===== config.mk =====
export PLATFORM = sky130hd
export DESIGN_NAME = sdf_ntt_stage
export DESIGN_NICKNAME = d
export VERILOG_FILES = /design/src/rtl/sdf_ntt_stage.sv
export SDC_FILE = /design/constraint.sdc
export NUM_CORES = 2
export LEC_CHECK = 0
export BUFFER_PORTS_ARGS = -buffer_cell sky130_fd_sc_hd__buf_4
export CAP_MARGIN = 20
export CORE_MARGIN = 2
export CORE_UTILIZATION = 35
export CTS_BUF_LIST = sky130_fd_sc_hd__clkbuf_8 sky130_fd_sc_hd__clkbuf_16
export CTS_CLUSTER_DIAMETER = 30
export DETAILED_ROUTE_END_ITERATION = 8
export PLACE_DENSITY = 0.53
export SKIP_CTS_REPAIR_TIMING = 1
export SYNTH_ARGS = -nofsm -noshare
export SYNTH_HDL_FRONTEND = slang
export SYNTH_SLANG_ARGS = --single-unit

===== constraint.sdc =====
create_clock -name clk -period 15.33 [get_ports clk]
set_clock_uncertainty 0.1 [all_clocks]
set_input_delay 2.2995 -clock clk [delete_from_list [all_inputs] [get_ports clk]]
set_output_delay 2.2995 -clock clk [all_outputs]
set_load 0.05 [all_outputs]

===== src/rtl/sdf_ntt_stage.sv =====
// One radix-2 Cooley-Tukey forward-NTT butterfly layer as a single-path delay-feedback stage.
// Natural-order streaming, Montgomery twiddle multiply, canonical [0,Q) output, fixed latency D+MUL_LAT.
module sdf_ntt_stage #(
  parameter int unsigned W       = 16,
  parameter int unsigned Q       = 3329,
  parameter int          QINV    = -3327,
  parameter int unsigned N       = 256,
  parameter int unsigned D       = 128,
  parameter int unsigned MUL_LAT = 2
) (
  input  logic                     clk,
  input  logic                     rst,
  input  logic                     in_en,
  input  logic [W-1:0]             in_data,
  output logic [$clog2(N/2)-1:0]   tw_addr,
  input  logic [W-1:0]             tw_data,
  output logic                     out_en,
  output logic [W-1:0]             out_data,
  output logic                     busy,
  output logic                     err
);

  localparam int unsigned LN  = $clog2(N);
  localparam int unsigned LD  = $clog2(D);
  localparam int unsigned TWW = $clog2(N/2);
  localparam int unsigned L   = D + MUL_LAT;
  localparam int unsigned DW  = $clog2(L + 1);

  localparam logic [W-1:0]          QW      = W'(Q);
  localparam logic [W:0]            QW1     = (W+1)'(Q);
  localparam logic [W-1:0]          QINV_W  = W'(QINV);
  localparam logic signed [2*W-1:0] Q2      = (2*W)'(Q);
  localparam logic [TWW-1:0]        TW_BASE = TWW'(N / (2*D));

  typedef enum logic [1:0] {IDLE, RUN, DRAIN} state_t;

  state_t          state;
  logic [LN-1:0]   cnt;
  logic [DW-1:0]   dcnt;

  logic            half, blk_start, take;
  logic [W-1:0]    x;

  logic signed [2*W-1:0] mp, mtq, md;
  logic [W-1:0]          mt, mr, mzb, mval;

  logic [W-1:0]       pv [MUL_LAT];
  logic [MUL_LAT-1:0] ph;
  logic [W-1:0]       fifo [D];
  logic [L-1:0]       vdl;

  logic [W-1:0] bv, head, lower, upper, push, res;
  logic         bh;
  logic [W:0]   sum;

  assign half      = cnt[LD];
  assign blk_start = (cnt[LD:0] == '0);
  assign busy      = (state != IDLE);
  assign tw_addr   = TW_BASE + TWW'(cnt >> (LD + 1));

  // A mid-block gap in RUN still consumes a (zero) sample so block alignment is kept.
  assign take = ((state == IDLE) && in_en) || ((state == RUN) && (in_en || !blk_start));
  assign x    = (in_en && (state != DRAIN)) ? in_data : '0;

  always_comb begin
    mp   = (2*W)'($signed(x)) * (2*W)'($signed(tw_data));
    mt   = W'(mp[W-1:0] * QINV_W);
    mtq  = (2*W)'($signed(mt)) * Q2;
    md   = mp - mtq;
    mr   = W'(md >>> W);
    mzb  = mr + (mr[W-1] ? QW : '0);
    mval = half ? mzb : x;
  end

  // Butterfly: a b-sample pairs with the a-sample at the FIFO head; an a-sample
  // is parked and the previous block's upper result leaves from the head.
  always_comb begin
    bv    = pv[MUL_LAT-1];
    bh    = ph[MUL_LAT-1];
    head  = fifo[D-1];
    sum   = {1'b0, head} + {1'b0, bv};
    lower = (sum >= QW1) ? W'(sum - QW1) : W'(sum);
    upper = (head >= bv) ? (head - bv) : (head + QW - bv);
    push  = bh ? upper : bv;
    res   = bh ? lower : head;
  end

  always_ff @(posedge clk or negedge rst) begin
    if (!rst) begin
      state <= IDLE;
      cnt   <= '0;
      dcnt  <= '0;
      err   <= 1'b0;
    end else begin
      err <= ((state == RUN) && !in_en && !blk_start) ||
             ((state == DRAIN) && in_en) ||
             (take && in_en && (in_data >= QW));
      case (state)
        IDLE: begin
          if (in_en) begin
            state <= RUN;
            cnt   <= cnt + 1'b1;
          end
        end
        RUN: begin
          cnt <= cnt + 1'b1;
          if (!in_en && blk_start) begin
            state <= DRAIN;
            dcnt  <= '0;
          end
        end
        DRAIN: begin
          cnt <= cnt + 1'b1;
          if (dcnt == DW'(L - 1)) begin
            state <= IDLE;
            cnt   <= '0;
          end else begin
            dcnt <= dcnt + 1'b1;
          end
        end
        default: state <= IDLE;
      endcase
    end
  end

  always_ff @(posedge clk or negedge rst) begin
    if (!rst) begin
      for (int unsigned i = 0; i < MUL_LAT; i++) pv[i] <= '0;
      for (int unsigned i = 0; i < D; i++) fifo[i] <= '0;
      ph       <= '0;
      vdl      <= '0;
      out_en   <= 1'b0;
      out_data <= '0;
    end else begin
      pv[0] <= mval;
      ph[0] <= half;
      for (int unsigned i = 1; i < MUL_LAT; i++) begin
        pv[i] <= pv[i-1];
        ph[i] <= ph[i-1];
      end
      fifo[0] <= push;
      for (int unsigned i = 1; i < D; i++) fifo[i] <= fifo[i-1];
      vdl      <= {vdl[L-2:0], take};
      out_en   <= vdl[L-1];
      out_data <= res;
    end
  end

endmodule

==> impl_results.md <==
* Status: complete, no violations
* CTS tree: built
* Detailed router's first-iteration violation count at 2065
* WL/cell at 16.0 um
* Nets at 5547
* Initial Util at 0.353
* Rel. slew slack at 0.257
* Mapped Cells at 4498
* Fillers at 18500
* CP required at 15.98 ns
* Fmax at 0.0693 GHz
* Fin crit share at 0.941
* Most common flop cell mapped by yosys: dfrtp_1
* Crit path buf inv count at 8
* Commonest non-fill, non-tap cells in the layout: dfrtp_1 (2247), inv_1 (519), clkbuf_16 (356), fa_1 (329), ha_1 (289)
* Cts bufs inserted at 349
* Hold Vio Cnt, Final at 0
* CP max stage cell: fa_1
* Worst path top cell family by delay: adder cells
* Yosys warnings at 0
* Crit path DAT at 15.08 ns
* Endpoints failing setup at 0
* TritonRoute pass-1 iters at 5
* Minimum clock period at 14.43 ns
* MaxCap Viol Count at 0
* Max clock buf depth at 4
* Die height at 467 um
* Clk pin slew, worst setup/hold paths at 0.05 ns
* Post-Syn Area at 74900 um^2
* Core box area at 213000 um^2
* Die Area at 218000 um^2
* Count of final max-slew check failures at 0
* Placer Congestion at 0.815
* Global-route wire length before repair at 210000 um
* RSZ-0062 raised after global routing: false
* Vias per inst at 4.20
* Area Overhead vs Synth at 21.9%
* DIE WIDTH at 467 um
* Critical path's most frequent cell: fa_1
* Vias in the first global route at 37400
* Synth top area share at 0.751
* Number of synthesized flops with an enable pin at 0
* Detailed placer's ending HPWL at 76100 um
* GRT Total Usage at 0.122
* Latest clock arrival within the worst-skew pair at 0.89 ns
* Detail Route Antenna Nets at 0
* Most common library cell in the layout ignoring fill and taps: dfrtp_1
* Largest net degree at the start of global routing at 190
* Setup CP Type: primary input to flop
* Remaining design rule violation count at 0
* Post-Route WL at 128000 um
* DR vias at 33600
* # rows at 169
* Grt ovf at 0
* Worst setup EP type: flop
* I/O pins at 61
* Clock sinks at 2248
* Register area share after synthesis at 0.751
* Fin Setup TNS at 0 ns
* Crit-path max FO at 16
* Async SR Flop Fraction at 1.00
* I/O Buffers at 53
* Share of layout cells above drive strength 1 at 0.145
* Synth area leaders: dfrtp_1 (75%), fa_1 (8.8%), ha_1 (4.8%), inv_1 (2.5%), xnor2_1 (1.2%)
* Worst-Margin Slew at 1.11 ns
* Crit path launch type: primary input
* Syn Area/Cell at 16.7 um^2
* Initial antenna violation count at 4
* Cell variety after synth at 70
* Slowest stage delay, CP at 0.55 ns
* Class of the worst hold path: flop to flop
* H-tree Lvls at 5
* Seq cells post-synth at 2248
* Most area-hungry cell type in the Yosys netlist: dfrtp_1
* Root Driver: clkbuf_16
[logic make-up after synthesis]
kind of cell               synth area share
DFF                                   0.751
adders and majority gates             0.136
and+or+nand+nor                      0.0386
buffers and inverters                0.0296
AOI/OAI and AO/OA                    0.0251
xor gates and xnor gates             0.0179
muxes                               0.00167
other                              0.000100
[per-stage QoR]
stage | hold WS [ns] | instance area, um^2 | utilization | worst slack, ns | std cells
after floorplan | 0.231 | 75000 | - | 0.00234 | 4503
after global placement | 0.231 | 79100 | 0.372 | 0.328 | 7356
after detailed placement | 0.235 | 79100 | 0.372 | 0.0842 | 7357
after CTS | 0.156 | 91200 | 0.429 | 0.962 | 7979
after global routing | 0.155 | 91300 | 0.430 | 0.126 | 7987
final | 0.150 | 91300 | 0.430 | 0.902 | 7990
[per-layer routing]
| layer | up-vias | track usage | wire (um) |
|---|---|---|---|
| li1 | 14900 | - | - |
| met5 | - | 0 | 12 |
| met3 | 300 | 0.0252 | 5040 |
| met4 | 2 | 0.0493 | 4090 |
| met1 | 17800 | 0.178 | 60500 |
| met2 | 582 | 0.180 | 58400 |
[cell type report]
class / instances / area (um^2) / share of cell area
Clock buffer: 399 / 9500 / 0.104
Multi-Input combinational cell: 1673 / 16500 / 0.181
Timing Repair Buffer: 127 / 1150 / 0.0125
Sequential cell: 2248 / 56300 / 0.616
Inverter: 495 / 1860 / 0.0203
Antenna cell: 4 / 10.0 / 0.000110
Clock inverter: 223 / 2560 / 0.0280
Tap cell: 2821 / 3530 / 0.0386
[worst paths after layout]
path / end / cells past startpoint / slack (ns) / startpoint
worst min register to register: fifo[1564] / 0 / 0.15 / fifo[1580]
worst min-delay path: fifo[1564] / 0 / 0.15 / fifo[1580]
min in group asynchronous: fifo[234] / 1 / 1.30 / rst
max in group asynchronous: dcnt[1] / 4 / 10.58 / rst
worst max register to register: pv[29] / 51 / 1.50 / state[0]
worst max-delay path: pv[29] / 51 / 0.90 / in_en
[flip-flops by register name, indices dropped and copies added (netlist names)]
signal / flops
ph: 2
out_data: 16
state: 2
out_en: 1
cnt: 8
dcnt: 8
vdl: 130
pv: 16
head: 16
err: 1
fifo: 2032
bv: 16
[Yosys cell counts, types with 3 or more instances]
cell type and count:
a21oi_1 96, nand3_1 25, nor2b_1 12, a211o_1 5, ha_1 289, o21a_1 10, o211ai_1 15, buf_2 3
a311oi_1 3, o31ai_1 4, o21ai_0 69, xor2_1 49, dfrtp_1 2248, a221oi_1 3, mux2i_1 8, buf_4 7
fa_1 329, a21oi_2 3, nand2_1 200, o41ai_1 3, mux2_2 4, clkbuf_1 74, xnor2_1 100, nand2b_1 25
nor2_1 108, a21o_1 18, nor4_1 5, a21boi_0 4, or3_1 8, nand3b_1 5, a31oi_1 15, or2_2 3
inv_1 495, nand4_1 17, a211oi_1 6, nor3_1 17, and3_1 48, a2111o_1 3, nor3b_1 3, buf_1 3
o22ai_1 3, and2_1 101, o21bai_1 15
Power is not shown: default switching activity piles up to over one toggle a cycle in this logic, so the estimate is an artifact.
